<file path="src/rtl/fix_slave_pkg.sv">
// Shared definitions for the FIX slave register window and its fabric-side master.
package fix_slave_pkg;

    // Register map of the FIX slave window
    localparam logic [2:0] CONN_ADDR = 3'b110;
    localparam logic [2:0] STAT_ADDR = 3'b000;
    localparam logic [2:0] DATA_ADDR = 3'b001;

    // Writing this byte to CONN_ADDR starts a session; the slave clears status on it
    localparam logic [7:0] CONN_CMD = 8'hDD;

    // Status register bit that reads 1 once the slave has a message ready
    localparam int STATUS_SENT_BIT = 0;

    typedef enum logic [3:0] {
        ST_IDLE    = 4'd0,
        ST_CONN    = 4'd1,
        ST_SETTLE  = 4'd2,
        ST_POLL_RD = 4'd3,
        ST_POLL_WT = 4'd4,
        ST_GAP     = 4'd5,
        ST_DATA_RD = 4'd6,
        ST_DATA_WT = 4'd7,
        ST_OUT     = 4'd8,
        ST_DONE    = 4'd9,
        ST_ERR     = 4'd10
    } master_state_t;

    // States in which the poll timeout is running
    function automatic logic is_poll_state(master_state_t s);
        return (s == ST_SETTLE) || (s == ST_POLL_RD) ||
               (s == ST_POLL_WT) || (s == ST_GAP);
    endfunction

endpackage

</file>
<file path="src/rtl/fix_slave_master_if.sv">
// Avalon-MM register bus plus the outgoing byte stream of the FIX slave master.
//
// Avalon side: master_read / master_write are single-cycle strobes, never both
// high; master_readdata is valid exactly one cycle after master_read; there is
// no waitrequest. Stream side: a byte transfers on a rising edge where
// out_valid & out_ready; once out_valid is high, out_data holds steady until
// that transfer, and out_valid never depends on out_ready.
interface fix_slave_master_if;
    logic [2:0] master_address;
    logic       master_read;
    logic       master_write;
    logic [7:0] master_writedata;
    logic [7:0] master_readdata;
    logic       out_valid;
    logic [7:0] out_data;
    logic       out_ready;

    modport master (
        output master_address, master_read, master_write, master_writedata,
        input  master_readdata,
        output out_valid, out_data,
        input  out_ready
    );

    modport slave (
        input  master_address, master_read, master_write, master_writedata,
        output master_readdata,
        input  out_valid, out_data,
        output out_ready
    );
endinterface

</file>
<file path="src/rtl/fix_poll_timer.sv">
// Poll timeout counter: cleared on load, counts ticks, flags the tick that hits LIMIT.
module fix_poll_timer #(
    parameter logic [15:0] LIMIT = 16'd4096
) (
    input  logic clk,
    input  logic reset,
    input  logic load_i,
    input  logic tick_i,
    output logic expire_o
);

    logic [15:0] cnt_q;
    logic [15:0] cnt_d;

    // Next count: load wins over tick
    always_comb begin
        cnt_d = cnt_q;
        if (load_i) begin
            cnt_d = '0;
        end else if (tick_i) begin
            cnt_d = cnt_q + 16'd1;
        end
    end

    // Count register
    always_ff @(posedge clk or negedge reset) begin
        if (!reset) begin
            cnt_q <= '0;
        end else begin
            cnt_q <= cnt_d;
        end
    end

    // The LIMIT-th tick since load is the expiring one
    assign expire_o = tick_i && !load_i && (cnt_q == LIMIT - 16'd1);

endmodule

</file>
<file path="src/rtl/fix_slave_master.sv">
// Fabric-side master for the FIX slave: connect, poll status, stream msg_len bytes out.
module fix_slave_master
    import fix_slave_pkg::*;
#(
    parameter int unsigned POLL_GAP     = 4,
    parameter logic [15:0] POLL_TIMEOUT = 16'd4096
) (
    input  logic                  clk,
    input  logic                  reset,
    input  logic                  start,
    input  logic [7:0]            msg_len,
    fix_slave_master_if.master    bus,
    output logic                  busy,
    output logic                  done,
    output logic                  error,
    output master_state_t         dbg_state_o
);

    master_state_t state_q;
    logic [2:0]    addr_q;
    logic          read_q;
    logic          write_q;
    logic [7:0]    wdata_q;
    logic          out_valid_q;
    logic [7:0]    out_data_q;
    logic          busy_q;
    logic          done_q;
    logic          error_q;
    logic [7:0]    len_q;
    logic [7:0]    byte_cnt_q;
    logic [7:0]    gap_cnt_q;

    logic accept;
    logic tmo_expire;

    assign accept = (state_q == ST_IDLE) && start;

    fix_poll_timer #(.LIMIT(POLL_TIMEOUT)) u_timer (
        .clk      (clk),
        .reset    (reset),
        .load_i   (accept),
        .tick_i   (is_poll_state(state_q)),
        .expire_o (tmo_expire)
    );

    // Transaction sequencer; every bus and stream output is a register
    always_ff @(posedge clk or negedge reset) begin
        if (!reset) begin
            state_q     <= ST_IDLE;
            addr_q      <= '0;
            read_q      <= 1'b0;
            write_q     <= 1'b0;
            wdata_q     <= '0;
            out_valid_q <= 1'b0;
            out_data_q  <= '0;
            busy_q      <= 1'b0;
            done_q      <= 1'b0;
            error_q     <= 1'b0;
            len_q       <= '0;
            byte_cnt_q  <= '0;
            gap_cnt_q   <= '0;
        end else begin
            read_q  <= 1'b0;
            write_q <= 1'b0;
            wdata_q <= '0;
            done_q  <= 1'b0;
            error_q <= 1'b0;
            case (state_q)
                ST_IDLE: begin
                    if (start) begin
                        len_q      <= msg_len;
                        byte_cnt_q <= '0;
                        busy_q     <= 1'b1;
                        write_q    <= 1'b1;
                        addr_q     <= CONN_ADDR;
                        wdata_q    <= CONN_CMD;
                        state_q    <= ST_CONN;
                    end
                end
                ST_CONN: begin
                    // Two quiet cycles so a stale "sent" bit is not read back
                    gap_cnt_q <= 8'd1;
                    state_q   <= ST_SETTLE;
                end
                ST_SETTLE: begin
                    if (tmo_expire) begin
                        busy_q  <= 1'b0;
                        error_q <= 1'b1;
                        state_q <= ST_ERR;
                    end else if (gap_cnt_q == 8'd0) begin
                        read_q  <= 1'b1;
                        addr_q  <= STAT_ADDR;
                        state_q <= ST_POLL_RD;
                    end else begin
                        gap_cnt_q <= gap_cnt_q - 8'd1;
                    end
                end
                ST_POLL_RD: begin
                    if (tmo_expire) begin
                        busy_q  <= 1'b0;
                        error_q <= 1'b1;
                        state_q <= ST_ERR;
                    end else begin
                        state_q <= ST_POLL_WT;
                    end
                end
                ST_POLL_WT: begin
                    // A "sent" status wins over a timeout landing on the same cycle
                    if (bus.master_readdata[STATUS_SENT_BIT]) begin
                        if (len_q == 8'd0) begin
                            busy_q  <= 1'b0;
                            done_q  <= 1'b1;
                            state_q <= ST_DONE;
                        end else begin
                            read_q  <= 1'b1;
                            addr_q  <= DATA_ADDR;
                            state_q <= ST_DATA_RD;
                        end
                    end else if (tmo_expire) begin
                        busy_q  <= 1'b0;
                        error_q <= 1'b1;
                        state_q <= ST_ERR;
                    end else begin
                        gap_cnt_q <= 8'(POLL_GAP - 1);
                        state_q   <= ST_GAP;
                    end
                end
                ST_GAP: begin
                    if (tmo_expire) begin
                        busy_q  <= 1'b0;
                        error_q <= 1'b1;
                        state_q <= ST_ERR;
                    end else if (gap_cnt_q == 8'd0) begin
                        read_q  <= 1'b1;
                        addr_q  <= STAT_ADDR;
                        state_q <= ST_POLL_RD;
                    end else begin
                        gap_cnt_q <= gap_cnt_q - 8'd1;
                    end
                end
                ST_DATA_RD: begin
                    state_q <= ST_DATA_WT;
                end
                ST_DATA_WT: begin
                    out_data_q  <= bus.master_readdata;
                    out_valid_q <= 1'b1;
                    byte_cnt_q  <= byte_cnt_q + 8'd1;
                    state_q     <= ST_OUT;
                end
                ST_OUT: begin
                    // Next read only after the consumer takes this byte
                    if (bus.out_ready) begin
                        out_valid_q <= 1'b0;
                        if (byte_cnt_q == len_q) begin
                            busy_q  <= 1'b0;
                            done_q  <= 1'b1;
                            state_q <= ST_DONE;
                        end else begin
                            read_q  <= 1'b1;
                            addr_q  <= DATA_ADDR;
                            state_q <= ST_DATA_RD;
                        end
                    end
                end
                ST_DONE, ST_ERR: begin
                    state_q <= ST_IDLE;
                end
                default: begin
                    state_q <= ST_IDLE;
                end
            endcase
        end
    end

    assign bus.master_address   = addr_q;
    assign bus.master_read      = read_q;
    assign bus.master_write     = write_q;
    assign bus.master_writedata = wdata_q;
    assign bus.out_valid        = out_valid_q;
    assign bus.out_data         = out_data_q;
    assign busy                 = busy_q;
    assign done                 = done_q;
    assign error                = error_q;
    assign dbg_state_o          = state_q;

endmodule

</file>
<file path="src/flat_wrapper.sv">
// flat-port wrapper written by rule: the top's interface ports become plain ports
module fix_slave_master_flat import fix_slave_pkg::*;
#(
    parameter int unsigned POLL_GAP     = 4,
    parameter logic [15:0] POLL_TIMEOUT = 16'd4096
)
  (clk, reset, start, msg_len, busy, done, error, dbg_state_o, bus_master_address, bus_master_read, bus_master_write, bus_master_writedata, bus_master_readdata, bus_out_valid, bus_out_data, bus_out_ready);
  fix_slave_master_if bus_i ();
  input  logic clk;
  input  logic reset;
  input  logic start;
  input  logic [7:0] msg_len;
  output logic busy;
  output logic done;
  output logic error;
  output master_state_t dbg_state_o;
  output wire logic [$bits(bus_i.master_address)-1:0] bus_master_address;
  output wire logic [$bits(bus_i.master_read)-1:0] bus_master_read;
  output wire logic [$bits(bus_i.master_write)-1:0] bus_master_write;
  output wire logic [$bits(bus_i.master_writedata)-1:0] bus_master_writedata;
  input wire logic [$bits(bus_i.master_readdata)-1:0] bus_master_readdata;
  output wire logic [$bits(bus_i.out_valid)-1:0] bus_out_valid;
  output wire logic [$bits(bus_i.out_data)-1:0] bus_out_data;
  input wire logic [$bits(bus_i.out_ready)-1:0] bus_out_ready;
  assign bus_master_address = bus_i.master_address;
  assign bus_master_read = bus_i.master_read;
  assign bus_master_write = bus_i.master_write;
  assign bus_master_writedata = bus_i.master_writedata;
  assign bus_i.master_readdata = bus_master_readdata;
  assign bus_out_valid = bus_i.out_valid;
  assign bus_out_data = bus_i.out_data;
  assign bus_i.out_ready = bus_out_ready;
  fix_slave_master #(.POLL_GAP(POLL_GAP), .POLL_TIMEOUT(POLL_TIMEOUT)) u_core (.clk(clk), .reset(reset), .start(start), .msg_len(msg_len), .bus(bus_i), .busy(busy), .done(done), .error(error), .dbg_state_o(dbg_state_o));
endmodule
</file>
<file path="config.mk">
export PLATFORM = sky130hd
export DESIGN_NAME = fix_slave_master_flat
export DESIGN_NICKNAME = d
export VERILOG_FILES = /design/src/rtl/fix_slave_pkg.sv /design/src/rtl/fix_slave_master_if.sv /design/src/rtl/fix_poll_timer.sv /design/src/rtl/fix_slave_master.sv /design/src/flat_wrapper.sv
export SDC_FILE = /design/constraint.sdc
export NUM_CORES = 1
export LEC_CHECK = 0
export BUFFER_PORTS_ARGS = -buffer_cell sky130_fd_sc_hd__buf_2
export CORE_MARGIN = 5
export CORE_UTILIZATION = 30
export CTS_CLUSTER_DIAMETER = 120
export DETAILED_ROUTE_END_ITERATION = 7
export PLACE_DENSITY_LB_ADDON = 0.1
export SLEW_MARGIN = 20
export SYNTH_ARGS = -nofsm -noshare
export SYNTH_HDL_FRONTEND = slang
export SYNTH_SLANG_ARGS = --single-unit
</file>
<file path="constraint.sdc">
create_clock -name clk -period 3.2 [get_ports clk]
set_input_delay 0.32 -clock clk [delete_from_list [all_inputs] [get_ports clk]]
set_output_delay 0.32 -clock clk [all_outputs]
set_load 0.03 [all_outputs]
</file>
After elaboration in Yosys (flattened, before gate mapping). Cells that the tools add are included.

Input port bits: 20. Register bits: 69. Output and inout bits: 29. Logic and storage cells: 120.

Equal/unequal tests: 23. Reduce and logical (&&, ||, !) cells: 25. Mux-type cells: 55. Add/sub/neg operators: 3.

Operator list (count): $mux W8 (7); $mux W4 (9); $mux W16 (2); $pmux W4 S8 (1); $pmux W8 S3 (1); $mux W1 (21); $mux W3 (7); $ne A2 B2 Y1 const B (9); $add A16 B1 Y16 const B (1); $eq A16 B12 Y1 const B (1); $eq A4 B3 Y1 const B (4); $logic_not A8 Y1 (2); $pmux W8 S2 (1); $pmux W3 S4 (1); $reduce_and A5 Y1 (2); $add A8 B1 Y8 const B (1); $eq A4 B2 Y1 const B (2); $eq A8 B8 Y1 (1); $reduce_and A8 Y1 (1); $reduce_bool A4 Y1 (2); $sub A8 B1 Y8 const B (1); $pmux W1 S2 (3); $reduce_and A2 Y1 (3); $reduce_bool A2 Y1 (3); other kinds (15) (20).

Logic depth before layout (Yosys ltp).
Depth in word-level cells: 9. Mapped depth: 8. Depth with buffers taken out: 7.

Modules after synthesis. A second synthesis with hierarchy kept.

Cells, all modules: 360. Area total of the unflattened synthesis: 3298.2 µm².

Modules (own cells, without submodules): fix_slave_master (cells an instance 275, area each 2462.4 µm², sequential area each 1101.1 µm², instances 1); fix_poll_timer (cells an instance 85, area each 835.8 µm², sequential area each 400.4 µm², instances 1).

Worst setup path after synthesis. No wires, ideal clock.

Path kind: register to register. Start point: register u_core.state_q[0], in the netlist u_core.dbg_state_o[0]. End point: register u_core.gap_cnt_q[1]. Data arrival time: 1.896 ns. Clock period less this slack: 2.021 ns. Cell stages (with the launch flop): 8. Library setup time: 0.126 ns. Buffers on the path: 2. Required time: 3.074 ns. Setup slack: 1.179 ns. Cell sequence: dfrtp_1 > buf_6 > or3b_1 > a21o_1 > buf_6 > nor3_4 > o221a_1 > a21oi_2.

Longest elaborated chain between the ends: 8. Elaborated cells between the ends (all ways): 21. Those cells by class: 9 x eq/ne; 1 x mux; 11 x reduce/logical.

RTL lines: start: declaration (RTL line fix_slave_master.sv:19) `master_state_t state_q;`; start signal: assignment (RTL line fix_slave_master.sv:49) `state_q <= ST_IDLE;`; start signal: assignment (RTL line fix_slave_master.sv:77) `state_q <= ST_CONN;`; start signal: assignment (RTL line fix_slave_master.sv:83) `state_q <= ST_SETTLE;`; $eq A4 B2 Y1 (on tied branches) (RTL line fix_slave_pkg.sv:31, fix_slave_master.sv:68); $logic_or A1 B1 Y1 (2 in a row) (RTL line fix_slave_pkg.sv:31) `return (s == ST_SETTLE) || (s == ST_POLL_RD) ||`; $logic_or A1 B1 Y1 (RTL line fix_slave_pkg.sv:32) `(s == ST_POLL_WT) || (s == ST_GAP);`; $logic_and A1 B1 Y1 (2 in a row) (RTL line fix_poll_timer.sv:35) `assign expire_o = tick_i && !load_i && (cnt_q == LIMIT - 16'd1);`; $ne A2 B2 Y1 (no source line); $reduce_and A5 Y1 (no source line); end signal: assignment (RTL line fix_slave_master.sv:95) `gap_cnt_q <= gap_cnt_q - 8'd1;`; end signal: assignment (RTL line fix_slave_master.sv:124) `gap_cnt_q <= 8'(POLL_GAP - 1);`; end signal: assignment (RTL line fix_slave_master.sv:138) `gap_cnt_q <= gap_cnt_q - 8'd1;`; end: declaration (RTL line fix_slave_master.sv:31) `logic [7:0] gap_cnt_q;`.

Several ways; a longest one is shown, not always the timed one. A chain may end at the register's enable or synchronous reset.

Worst setup path after layout.
Start point: register u_core.state_q[1], in the netlist u_core.dbg_state_o[1]. End point: register u_core.gap_cnt_q[1].

Same word-level chain as after synthesis.

==> flow_summary.yaml <==
critical_path:
  worstReg2RegStart: "u_core.dbg_state_o[1]$_DFFE_PN0P_"
  path_cells: "or3b_1 > a21o_1 > nor3_4 > o221a_1 > a21oi_2"
  critical_path_class: "flip-flop to flip-flop"
  worstPathRequired_ns: 3.42
  startpoint: "u_core.dbg_state_o[1]$_DFFE_PN0P_"
  rr_worst_depth: 5
  slowest_delay_ns: 0.79
  reg2reg_to: "u_core.gap_cnt_q[1]$_DFFE_PN0P_"
  critPathLaunchType: "flip-flop"
  r2r_slack_ns: 0.83
  endpoint_kind: "flip-flop"
  cp_data_arrival_time_ns: 2.59
  worst-path-buf-inv: 0
  cp_top_family: "simple AND/OR/NAND/NOR gates"
  cp_slowest_cell: "dfrtp_1"
  cp_max_fo: 22
clock_network:
  h-tree-depth: 3
  insertion_delay_ns: 0.34
  clock_path_buffers: 2
  cts_resized: 0
  postCtsSetupRepairBufs: 0
  cts_tree: "done"
  ctsHoldBuffers: 0
  clock_sinks: 60
  numCtsBuffers: 9
  clock-root-buffer: "clkbuf_8"
  path_clk_slew_ns: 0.07
finish:
  antenna_cells: 0
  area_growth_pct: 12.7
  multi_input_area_um2: 1640
  fillers: 1137
  drive_gt1_share_pct: 20.3
  ff_latch_area_um2: 1500
  design_area_um2: 3770
  layout.nets: 428
floorplanning:
  num_rows: 38
  die_w_um: 116
  core_um2: 10900
  start_util_pct: 30.7
  ios: 49
  die_h_um: 116
  die_area_um2: 13300
synth:
  ys_async_sr_fraction_pct: 100
  syn_area_per_cell_um2: 9.05
  netlist_area_um2: 3340
  synth.distinct_cells: 57
  synth_cells: 369
  ys_seq_area_share_pct: 44.9
  synth_edf_count: 0
  yosysWarnings: 0
  ys_ff_latch: 60
  ys.flop_type: "dfrtp_1"
sta:
  rsz0062_at_grt: "false"
  slew_headroom_pct: 48.7
  fin_setup_tns_ns: 0
  timing.final.crit_share_pct: 74.0
  drv_slew: 0
  fmax_mhz: 423
  setup_viol: 0
  min_period_ns: 2.37
  hold_violations: 0
  worst_pin_slew_ns: 0.769
  fin_worst_skew_ns: 0.0106
  setup_ws_ns: 0.833
routing:
  routed_wl_mm: 7.73
  top_layer_used: "met4"
  drt-met1-wl_mm: 3.66
  first_iter_violations: 150
  viasPerCell: 4.71
  ant_nets: 0
  drc: 0
  avgRoutedWirePerCell_um: 14.1
  dr_wl_met3_um: 298
  first_pass_iters: 4
  wl_met2_mm: 3.64
  vias: 2583
job:
  max-cap-violations: 0
global_routing:
  grt-ovfl-total: 0
  antenna_found_initial: 0
  grt_usage_pct: 12.1
  grt_start_max_net_pins: 61
  grt_pass1_vias: 2493
  grt_first_pass_wirelength_mm: 12.7
placed_design:
  dp_slack_ns: 0.817
  dp_hpwl_mm: 5.51
  place_congestion: 0.822
  io_buffers: 46
  placed_cell_area_um2: 3610
power:
  powerDensity_nw_per_um2: 919
  vdd_drop_max_uv: 331
  power.static_leakage_nw: 1.82
status:
  outcome: "finished clean"
worst_hold_path:
  hold_path.class: "input pin to asynchronous set/reset pin"
-- power breakdown --
part	internal [mW]	switching [mW]	total, mW
clock network	0.272	0.303	0.575
logic	0.574	1.03	1.61
registers	0.994	0.285	1.28
-- cells in the mapped netlist, types with 4 or more instances --
cell type / n / area share [%]
a21oi_1: 12 / 1.8
xor2_1: 20 / 5.2
nand4_1: 4 / 0.75
mux2i_1: 4 / 1.2
and3_1: 5 / 0.94
nand3_1: 20 / 3.0
inv_1: 8 / 0.90
nor2_1: 33 / 3.7
nor3_1: 7 / 1.0
nand2_1: 75 / 8.4
clkbuf_1: 7 / 0.79
buf_2: 5 / 0.75
o21ai_1: 8 / 1.2
dfrtp_1: 60 / 45
xnor2_1: 5 / 1.3
buf_6: 4 / 1.3
ha_1: 4 / 1.5
buf_4: 9 / 2.0
nor4_1: 5 / 0.94
o21ai_0: 18 / 2.7
-- how the worst max path moves through the flow --
stage	end	slack, ns	cells after the start
floorplan	u_core.gap_cnt_q[1]$_DFFE_PN0P_	1.18	7
global placement	u_core.byte_cnt_q[7]$_DFFE_PN0P_	0.87	7
detailed placement	u_core.gap_cnt_q[1]$_DFFE_PN0P_	0.82	5
CTS	u_core.gap_cnt_q[1]$_DFFE_PN0P_	0.82	5
global route	u_core.gap_cnt_q[1]$_DFFE_PN0P_	0.64	5
finish	u_core.gap_cnt_q[1]$_DFFE_PN0P_	0.83	5
-- placed cells by master, fill, tap and decap left out, drive strengths merged, types with 2 or more instances in the layout --
| master | n |
|---|---|
| nor4 | 9 |
| nand3 | 20 |
| and3 | 6 |
| nor2 | 35 |
| nand4 | 4 |
| a31oi | 3 |
| clkinv | 3 |
| nor3 | 8 |
| nand2 | 76 |
| o21ai | 26 |
| ha | 4 |
| o22ai | 2 |
| or3 | 2 |
| conb | 2 |
| inv | 9 |
| o2bb2ai | 3 |
| a22o | 2 |
| xnor2 | 5 |
| a21oi | 13 |
| mux2i | 4 |
| clkinvlp | 2 |
| buf | 50 |
| xor2 | 20 |
| o211ai | 4 |
| and2 | 2 |
| a21o | 3 |
| nor2b | 2 |
| dfrtp | 60 |
| nand2b | 3 |
| clkbuf | 10 |
| nand3b | 3 |
-- per-stage QoR --
stage	hold WS, ns	utilization (%)	total power [mW]	instances
2_1_floorplan	0.0244	-	2.57	370
3_3_place_gp	0.452	33.1	2.92	533
3_5_place_dp	0.460	33.1	2.93	533
4_1_cts	0.157	34.6	3.52	548
5_1_grt	0.153	34.6	3.77	548
6_report	0.127	34.6	3.46	548
-- area by class of cell --
| cell class | instances | area share [%] |
|---|---|---|
| Sequential cell | 60 | 39.9 |
| Multi-Input combinational cell | 274 | 43.5 |
| Tap cell | 140 | 4.65 |
| Inverter | 9 | 0.897 |
| Timing Repair Buffer | 50 | 6.91 |
| Clock inverter | 5 | 0.797 |
| Clock buffer | 10 | 3.39 |
-- registers in the layout, summed over array words and instances, names as in the netlist, 2 cells and up --
| register | flops |
|---|---|
| u_core.bus.master_address | 2 |
| u_core.bus.out_data | 8 |
| u_core.byte_cnt_q | 8 |
| u_core.dbg_state_o | 4 |
| u_core.gap_cnt_q | 8 |
| u_core.len_q | 8 |
| u_core.u_timer.cnt_q | 16 |
-- cell families after synthesis --
kind of cell,synth area share [%]
AO/OA/AOI/OAI,12.4
XOR/XNOR,6.55
adder cells (fa/ha/maj),1.50
buffers and inverters,6.14
flip-flops,44.9
multiplexers,1.54
other,0.112
AND/OR/NAND/NOR,26.8
-- routing by layer --
| layer | GRT usage [%] | vias up |
|---|---|---|
| met4 | 4.69 | 0 |
| met3 | 2.87 | 11 |
| li1 | - | 1318 |
| met1 | 16.3 | 1213 |
| met2 | 19.1 | 41 |
| met5 | 0 | - |
No activity file was read; power rests on OpenSTA's default activity.
